`config.mk`:
```
export PLATFORM = sky130hd
export DESIGN_NAME = uart_hex_formatter
export DESIGN_NICKNAME = d
export VERILOG_FILES = /design/src/rtl/uart_hex_formatter.sv
export SDC_FILE = /design/constraint.sdc
export NUM_CORES = 1
export LEC_CHECK = 0
export ABC_AREA = 1
export CAP_MARGIN = 20
export CORE_ASPECT_RATIO = 0.9
export CORE_MARGIN = 5
export CORE_UTILIZATION = 54
export DETAILED_ROUTE_END_ITERATION = 8
export HOLD_SLACK_MARGIN = 0.1
export MAX_ROUTING_LAYER = met4
export PLACE_DENSITY = 0.83
export SYNTH_ARGS = -nofsm -noshare
export SYNTH_HDL_FRONTEND = slang
export SYNTH_SLANG_ARGS = --single-unit
export TNS_END_PERCENT = 50
```
`constraint.sdc`:
```
create_clock -name clk -period 3.1 [get_ports clk]
set_clock_uncertainty 0.2 [all_clocks]
set_input_delay 0.93 -clock clk [delete_from_list [all_inputs] [get_ports clk]]
set_output_delay 0.93 -clock clk [all_outputs]
set_load 0.05 [all_outputs]
```
`src/rtl/uart_hex_formatter.sv`:
```
// uart_hex_formatter
//   Turns a binary word into ASCII hex characters for the UART transmitter.
//   It can add a "0x" prefix and a CR/LF terminator, so each word prints as
//   one readable terminal line. The output is a registered valid/ready byte
//   stream with no bubbles inside a message.
//
// Parameters
//   NIBBLES   : hex digits per word (1..16); in_data is 4*NIBBLES bits wide
//   UPPERCASE : 1 = 'A'-'F', 0 = 'a'-'f'
//   PREFIX_0X : 1 = emit "0x" before the digits
//   ADD_CRLF  : 1 = emit CR, LF after the digits
//
// Ports
//   clk       : system clock, rising edge
//   rst_n     : asynchronous active-low reset
//   in_data   : word to print, MSB nibble first
//   in_valid  : in_data valid
//   in_ready  : formatter idle and able to accept a word
//   out_data  : ASCII character to the UART TX stage
//   out_valid : out_data valid
//   out_ready : downstream accepts out_data
//   busy      : message in progress
module uart_hex_formatter #(
  parameter int NIBBLES   = 8,
  parameter int UPPERCASE = 1,
  parameter int PREFIX_0X = 0,
  parameter int ADD_CRLF  = 1
) (
  input  logic                   clk,
  input  logic                   rst_n,
  input  logic [4*NIBBLES-1:0]   in_data,
  input  logic                   in_valid,
  output logic                   in_ready,
  output logic [7:0]             out_data,
  output logic                   out_valid,
  input  logic                   out_ready,
  output logic                   busy
);

  localparam int W  = 4 * NIBBLES;
  localparam int IW = $clog2(NIBBLES) + 1;
  localparam logic [IW-1:0] LAST_IDX = IW'(NIBBLES - 1);

  // Each state names the character currently held on out_data.
  typedef enum logic [2:0] {
    IDLE,
    P0,
    PX,
    HEX,
    CR,
    LF
  } state_t;

  state_t          state, state_nx;
  logic [W-1:0]    word, word_nx;
  logic [IW-1:0]   idx, idx_nx;
  logic [7:0]      data_nx;
  logic            valid_nx;
  logic            armed;
  logic            xfer;

  function automatic logic [7:0] hex_char(input logic [3:0] n);
    if (n < 4'd10) begin
      return 8'h30 + {4'h0, n};
    end
    // 0x37 + 10 = 'A', 0x57 + 10 = 'a'
    return ((UPPERCASE != 0) ? 8'h37 : 8'h57) + {4'h0, n};
  endfunction

  function automatic logic [3:0] nibble_at(input logic [W-1:0] w,
                                           input logic [IW-1:0] i);
    logic [3:0] nib;
    nib = 4'h0;
    for (int k = 0; k < NIBBLES; k++) begin
      if (i == IW'(k)) begin
        nib = w[4*k +: 4];
      end
    end
    return nib;
  endfunction

  // armed stays low through reset and for the first edge after release,
  // so in_ready is low while rst_n is low.
  assign in_ready = armed && (state == IDLE);
  assign busy     = (state != IDLE);
  assign xfer     = out_valid && out_ready;

  always_ff @(posedge clk or negedge rst_n) begin
    if (!rst_n) begin
      state     <= IDLE;
      word      <= '0;
      idx       <= '0;
      out_data  <= 8'h00;
      out_valid <= 1'b0;
      armed     <= 1'b0;
    end else begin
      state     <= state_nx;
      word      <= word_nx;
      idx       <= idx_nx;
      out_data  <= data_nx;
      out_valid <= valid_nx;
      armed     <= 1'b1;
    end
  end

  always_comb begin
    state_nx = state;
    word_nx  = word;
    idx_nx   = idx;
    data_nx  = out_data;
    valid_nx = out_valid;
    case (state)
      IDLE: begin
        if (in_valid && in_ready) begin
          word_nx  = in_data;
          idx_nx   = LAST_IDX;
          valid_nx = 1'b1;
          if (PREFIX_0X != 0) begin
            state_nx = P0;
            data_nx  = 8'h30;
          end else begin
            // First digit comes straight from in_data: word is only
            // loaded on this same edge.
            state_nx = HEX;
            data_nx  = hex_char(nibble_at(in_data, LAST_IDX));
          end
        end
      end
      P0: begin
        if (xfer) begin
          state_nx = PX;
          data_nx  = 8'h78;
        end
      end
      PX: begin
        if (xfer) begin
          state_nx = HEX;
          idx_nx   = LAST_IDX;
          data_nx  = hex_char(nibble_at(word, LAST_IDX));
        end
      end
      HEX: begin
        if (xfer) begin
          if (idx == '0) begin
            if (ADD_CRLF != 0) begin
              state_nx = CR;
              data_nx  = 8'h0D;
            end else begin
              state_nx = IDLE;
              valid_nx = 1'b0;
            end
          end else begin
            idx_nx  = idx - IW'(1);
            data_nx = hex_char(nibble_at(word, idx - IW'(1)));
          end
        end
      end
      CR: begin
        if (xfer) begin
          state_nx = LF;
          data_nx  = 8'h0A;
        end
      end
      LF: begin
        if (xfer) begin
          state_nx = IDLE;
          valid_nx = 1'b0;
        end
      end
      default: begin
        state_nx = IDLE;
        valid_nx = 1'b0;
      end
    endcase
  end

endmodule

```
* Word-level counts from Yosys, hierarchy flattened
Index checks and enable logic that the tools add are counted.
Word-level totals: output and inout port bits 11, flip-flop bits (word level) 49
Cells by class: order comparisons 3, muxes and demuxes 54, $add $sub $neg 7, bitwise logic cells 1, reduce and logical (&&, ||, !) cells 15, equality and inequality tests 20
Operators by type and width (number):
- two-way mux 8 bit | 12
- two-way mux 4 bit | 19
- adder 6 x 4 -> 7 bit, first input constant | 6
- one-hot mux 8 bit (5 select lines) | 1
- two-way mux 3 bit | 7
- one-hot mux 3 bit (6 select lines) | 1
- == test 4 x 3 -> 1 bit, second input constant | 4
- inequality test 2 bit, second input constant | 7
- < comparator 4 bit, second input constant | 3
- two-way mux 1 bit | 12
- one-hot mux 4 bit (3 select lines) | 1
- == test 4 x 2 -> 1 bit, second input constant | 2
- zero test 4 bit | 2
- AND reduction 7 bit | 1
- == test 3 x 2 -> 1 bit, second input constant | 2
- == test 3 bit, second input constant | 2
- AND reduction 6 bit | 1
- nonzero test 3 bit | 2
- AND reduction 5 bit | 1
- nonzero test 5 bit | 1
- == test 4 x 1 -> 1 bit, second input constant | 1
- OR reduction 4 bit | 1
- subtractor 4 x 1 -> 4 bit, second input constant | 1
- == test 3 x 1 -> 1 bit, second input constant | 1
- other kinds (7) | 9

* Longest topological paths before layout
depth after elaboration 22, gate-level depth with buffers 26

* Least setup slack after synthesis
No wires, ideal clock.
path type register to register, start point register idx[0], end point register out_data[2], setup time 0.113 ns, arrival time 2.341 ns, slack 0.447 ns, required time 2.787 ns, buffers on the path 0, period minus slack after synthesis 2.653 ns, cell stages (with the launch flop) 25, path through dfrtp_1 inv_2 ha_1 nand2_2 inv_2 nor2_8 inv_2 nand2_4 nor2_4 inv_2 o21ai_0 inv_1 nand2_1 nand2_2 a21oi_2 ha_1 nand3_1 nand2_1 nand3_1 nand2_1 nand2_1 nand2_1 nand3_1 nand2_1 inv_1
Between the ends: cells in the longest elaborated chain, start to end 22, elaborated cells on any way between the ends 33
RTL lines:
- start: declaration | RTL line 56 | logic [IW-1:0] idx, idx_nx;
- start signal: assignment | RTL line 99 | idx <= idx_nx;
- subtractor 4 x 1 -> 4 bit | RTL line 154 | data_nx = hex_char(nibble_at(word, idx - IW'(1)));
- zero test 4 bit | RTL line 75 | if (i == IW'(k)) begin
- two-way mux 4 bit (8 in a row) | RTL line 75
- two-way mux 4 bit | RTL line 144 | if (idx == '0) begin
- two-way mux 4 bit | RTL line 143 | if (xfer) begin
- two-way mux 4 bit | RTL line 112 | case (state)
- < comparator 4 bit | RTL line 63 | if (n < 4'd10) begin
- two-way mux 1 bit | RTL line 63
- two-way mux 1 bit | RTL line 144
- two-way mux 1 bit | RTL line 143
- two-way mux 1 bit | RTL line 112
- two-way mux 8 bit | RTL line 67 | return ((UPPERCASE != 0) ? 8'h37 : 8'h57) + {4'h0, n};
- two-way mux 8 bit (*) | RTL line 144
- two-way mux 8 bit (*) | RTL line 143
- one-hot mux 8 bit (5 select lines) (*) | RTL line 112
- end signal: assignment | RTL line 100 | out_data <= data_nx;
- end: declaration | RTL line 34 | output logic [7:0] out_data,
Mark *: on every way between the ends. The rest lies on a longest branch, timed or not. The select of a mux whose other input is x is not followed. A chain may end at the register's enable or synchronous reset.

* Worst setup path in the final report
start point register state[0], end point output busy
Between the ends: cells in the longest elaborated chain, start to end 1
RTL lines:
- start: declaration | RTL line 54 | state_t state, state_nx;
- start signal: assignment | RTL line 97 | state <= state_nx;
- nonzero test 3 bit | RTL line 85 | assign busy = (state != IDLE);
- end: declaration | RTL line 37 | output logic busy
Every way passes these cells.

==> impl_metrics.csv <==
group,metric,value,unit
hold_path,hold_depth,2,
setup_path,r2r_slack,0.27,ns
global_routing,grt_pass1_wl,11.2,mm
clock_network,cts_buffers,5,
clock_network,cts_tree,"built",
hold_path,worstHoldEndpoint,"out_data[4]",
setup_path,rr_startpoint,"idx[0]",
floorplanning,ios,47,
hold_path,hold_class,"reg2reg",
placement,pre_cts_ws,0.143,ns
run,cap_viol_max_count,0,
finish,multiInputGateArea,1510,um2
clock_network,htreeDepth,2,
drt,drt_iter0_drc,171,
global_routing,grt_pass1_vias,2493,
global_routing,antenna_found_initial,0,
synthesis,yosysTopAreaCell,"dfrtp_1",
synthesis,synthFlopType,"dfrtp_1",
floorplanning,rows,25,
floorplanning,die_h,81.0,um
finish,area_delta_synth_final,22.0,%
clock_network,path_clk_slew,0.09,ns
setup_path,critPathMaxFanout,5,
synthesis,synth_top_area_frac,0.397,
synthesis,ys_top_cells_by_area,"dfrtp_1 40%, inv_1 7.9%, nand2_1 7.4%",
synthesis,ys_seq_elements,48,
floorplanning,die_area,7210,um2
sta,hold_viol_final,0,
sta,hold_ws,0.294,ns
setup_path,path_cells,"nor2_1, inv_1, nor2_2, inv_2, dlygate4sd2_1",
setup_path,crit_path_top_delay_cell,"dfrtp_1",
sta,setup_violations,0,
synthesis,syn_area,3030,um2
finish,drive_above_1_share,0.184,
floorplanning,core_area,5350,um2
sta,tightest_slew,0.512,ns
global_routing,grt_start_max_net_pins,49,
floorplanning,die_w,88.9,um
pwr,power_density,1050,nW/um2
global_routing,grt_overflow,0,
setup_path,critical_path_arrival,1.73,ns
sta,max_freq,0.350,GHz
finish,fillCellCount,437,
sta,finalCriticalPeriod,2.86,ns
synthesis,synth-edff-count,0,
setup_path,cp-end-kind,"output port",
drt,drt-total-wl,6.73,mm
synthesis,synth_commonest_cells,"64 x inv_1, 60 x nand2_1, 48 x dfrtp_1",
pwr,vdd_drop_max,0.525,mV
setup_path,required,1.97,ns
global_routing,grtUsageTotal,0.203,
synthesis,synth_cells,386,
pwr,leakage,1.82,nW
drt,routedWlPerCell,13.4,um
sta,period_share,0.921,
clock_network,cts-root-buf,"clkbuf_8",
drt,antenna_left,0,
clock_network,cts_sinks,48,
synthesis,avgSynthCellArea,7.84,um2
placement,gp_congestion,0.892,
synthesis,syn_nets,429,
floorplanning,initial_core_util,0.566,
synthesis,synth.most_common_cell,"inv_1",
clock_network,cts_buffer_depth,2,
finish,regArea,1200,um2
status,outcome,"complete, no violations",
setup_path,max_stage_delay,0.44,ns
placement,dp.final_hpwl,4.97,mm
sta,fin_ws,0.245,ns
drt,drt-pass1-iter-count,4,
synthesis,yosysSeqAreaShare,0.397,
finish,fin_area,3690,um2
setup_path,r2r_cells,22,
drt,vias_per_cell,5.27,
synthesis,yosysWarningCount,0,
hold_path,hp-start,"out_data[4]",
clock_network,clk_latency,0.31,ns
sta,drv_slew,0,
sta,max_slew_margin,0.658,
synthesis,postSynth.asyncResetShare,1.00,
placement,placed_area,3540,um2
finish,nNetsFinal,477,
placement,port-buffer-count,45,
finish,diodes,0,
setup_path,startpoint_type,"register",
setup_path,crit_type,"reg2out",
synthesis,ys_types,41,
setup_path,timing.rr.end,"out_data[2]",
drt,num_vias,2648,
drt,drc,0,
==> what timing repair did <==
action	in CTS	in global routing
hold buffers	0	0
endpoints found under the setup margin	1	1
pin swaps	0	0
buffers inserted	0	1
gates resized for setup	1	6
==> cell usage in the layout, fill, tap and decap left out, drive strengths merged <==
cell,n
inv,78
nand2,72
dfrtp,48
nor2,43
clkdlybuf4s50,42
o21ai,28
a21oi,26
nand3,24
mux2,18
nand4,11
ha,7
buf,7
clkbuf,5
or2,4
a22oi,3
a31oi,3
a211oi,2
conb,2
nor3,2
nor4,1
o22ai,1
a2bb2oi,1
o21bai,1
o211ai,1
o31ai,1
clkinvlp,1
clkinv,1
bufinv,1
dlygate4sd2,1
==> worst max-delay path, delay by kind of cell, from the launching register on <==
kind	cells	cell delay (ns)
flops	1	0.44
buf+inv	3	0.57
simple gates	2	0.41
==> kinds of logic (layout without fill, tap and decap cells) <==
kind of cell             count (synthesis)  in the layout  share of synthesized area
flip-flops                              48             48                      0.397
adder cells (fa/ha/maj)                  7              7                     0.0289
other                                    2              2                    0.00248
AND/OR/NAND/NOR                        157            157                      0.260
AO/OA/AOI/OAI                           67             67                      0.130
multiplexers                            18             18                     0.0669
buffers and inverters                   87            136                      0.115
==> how the worst max path moves through the flow <==
stage	from	to	slack, ns	cells after the start
finish	state[0]	busy	0.24	5
global route	idx[1]	out_data[2]	-0.01	21
CTS	idx[1]	out_data[2]	0.11	22
detailed placement	idx[1]	out_data[2]	0.14	22
global placement	idx[1]	out_data[2]	0.26	22
floorplan	idx[0]	out_data[2]	0.45	24
==> power by group <==
part	internal (mW)	total, mW	switching, mW
sequential	0.889	1.05	0.156
clock	0.239	0.464	0.225
combinational	0.907	2.38	1.47
total	2.03	3.88	1.85
==> stage by stage <==
step	util	total power, mW	std cells	TNS (ns)
after floorplan	-	2.82	386	0
after global placement	0.662	3.25	493	0
after detailed placement	0.662	3.32	493	0
after CTS	0.683	3.80	501	0
after global routing	0.691	4.21	502	-0.0142
final	0.691	3.88	502	0
==> state kept, by name, indices dropped and copies added, names as in the netlist <==
signal     flops
out_valid      1
armed          1
word          32
idx            4
out_data       7
state          3
==> metal layers <==
metal  global-route usage  share of wire  up-vias
met3               0.0294          0.056       11
met1                0.280           0.48     1239
met5                    -              0        -
li1                     -              -     1328
met4               0.0655          0.015        0
met2                0.308           0.45       70
==> cell type report <==
cell class | instances | area share
Clock buffer | 5 | 0.0186
Clock inverter | 3 | 0.0115
Inverter | 78 | 0.0793
Multi-Input combinational cell | 251 | 0.410
Sequential cell | 48 | 0.325
Tap cell | 67 | 0.0227
Timing Repair Buffer | 50 | 0.133
No activity file was read; power rests on OpenSTA's default activity.
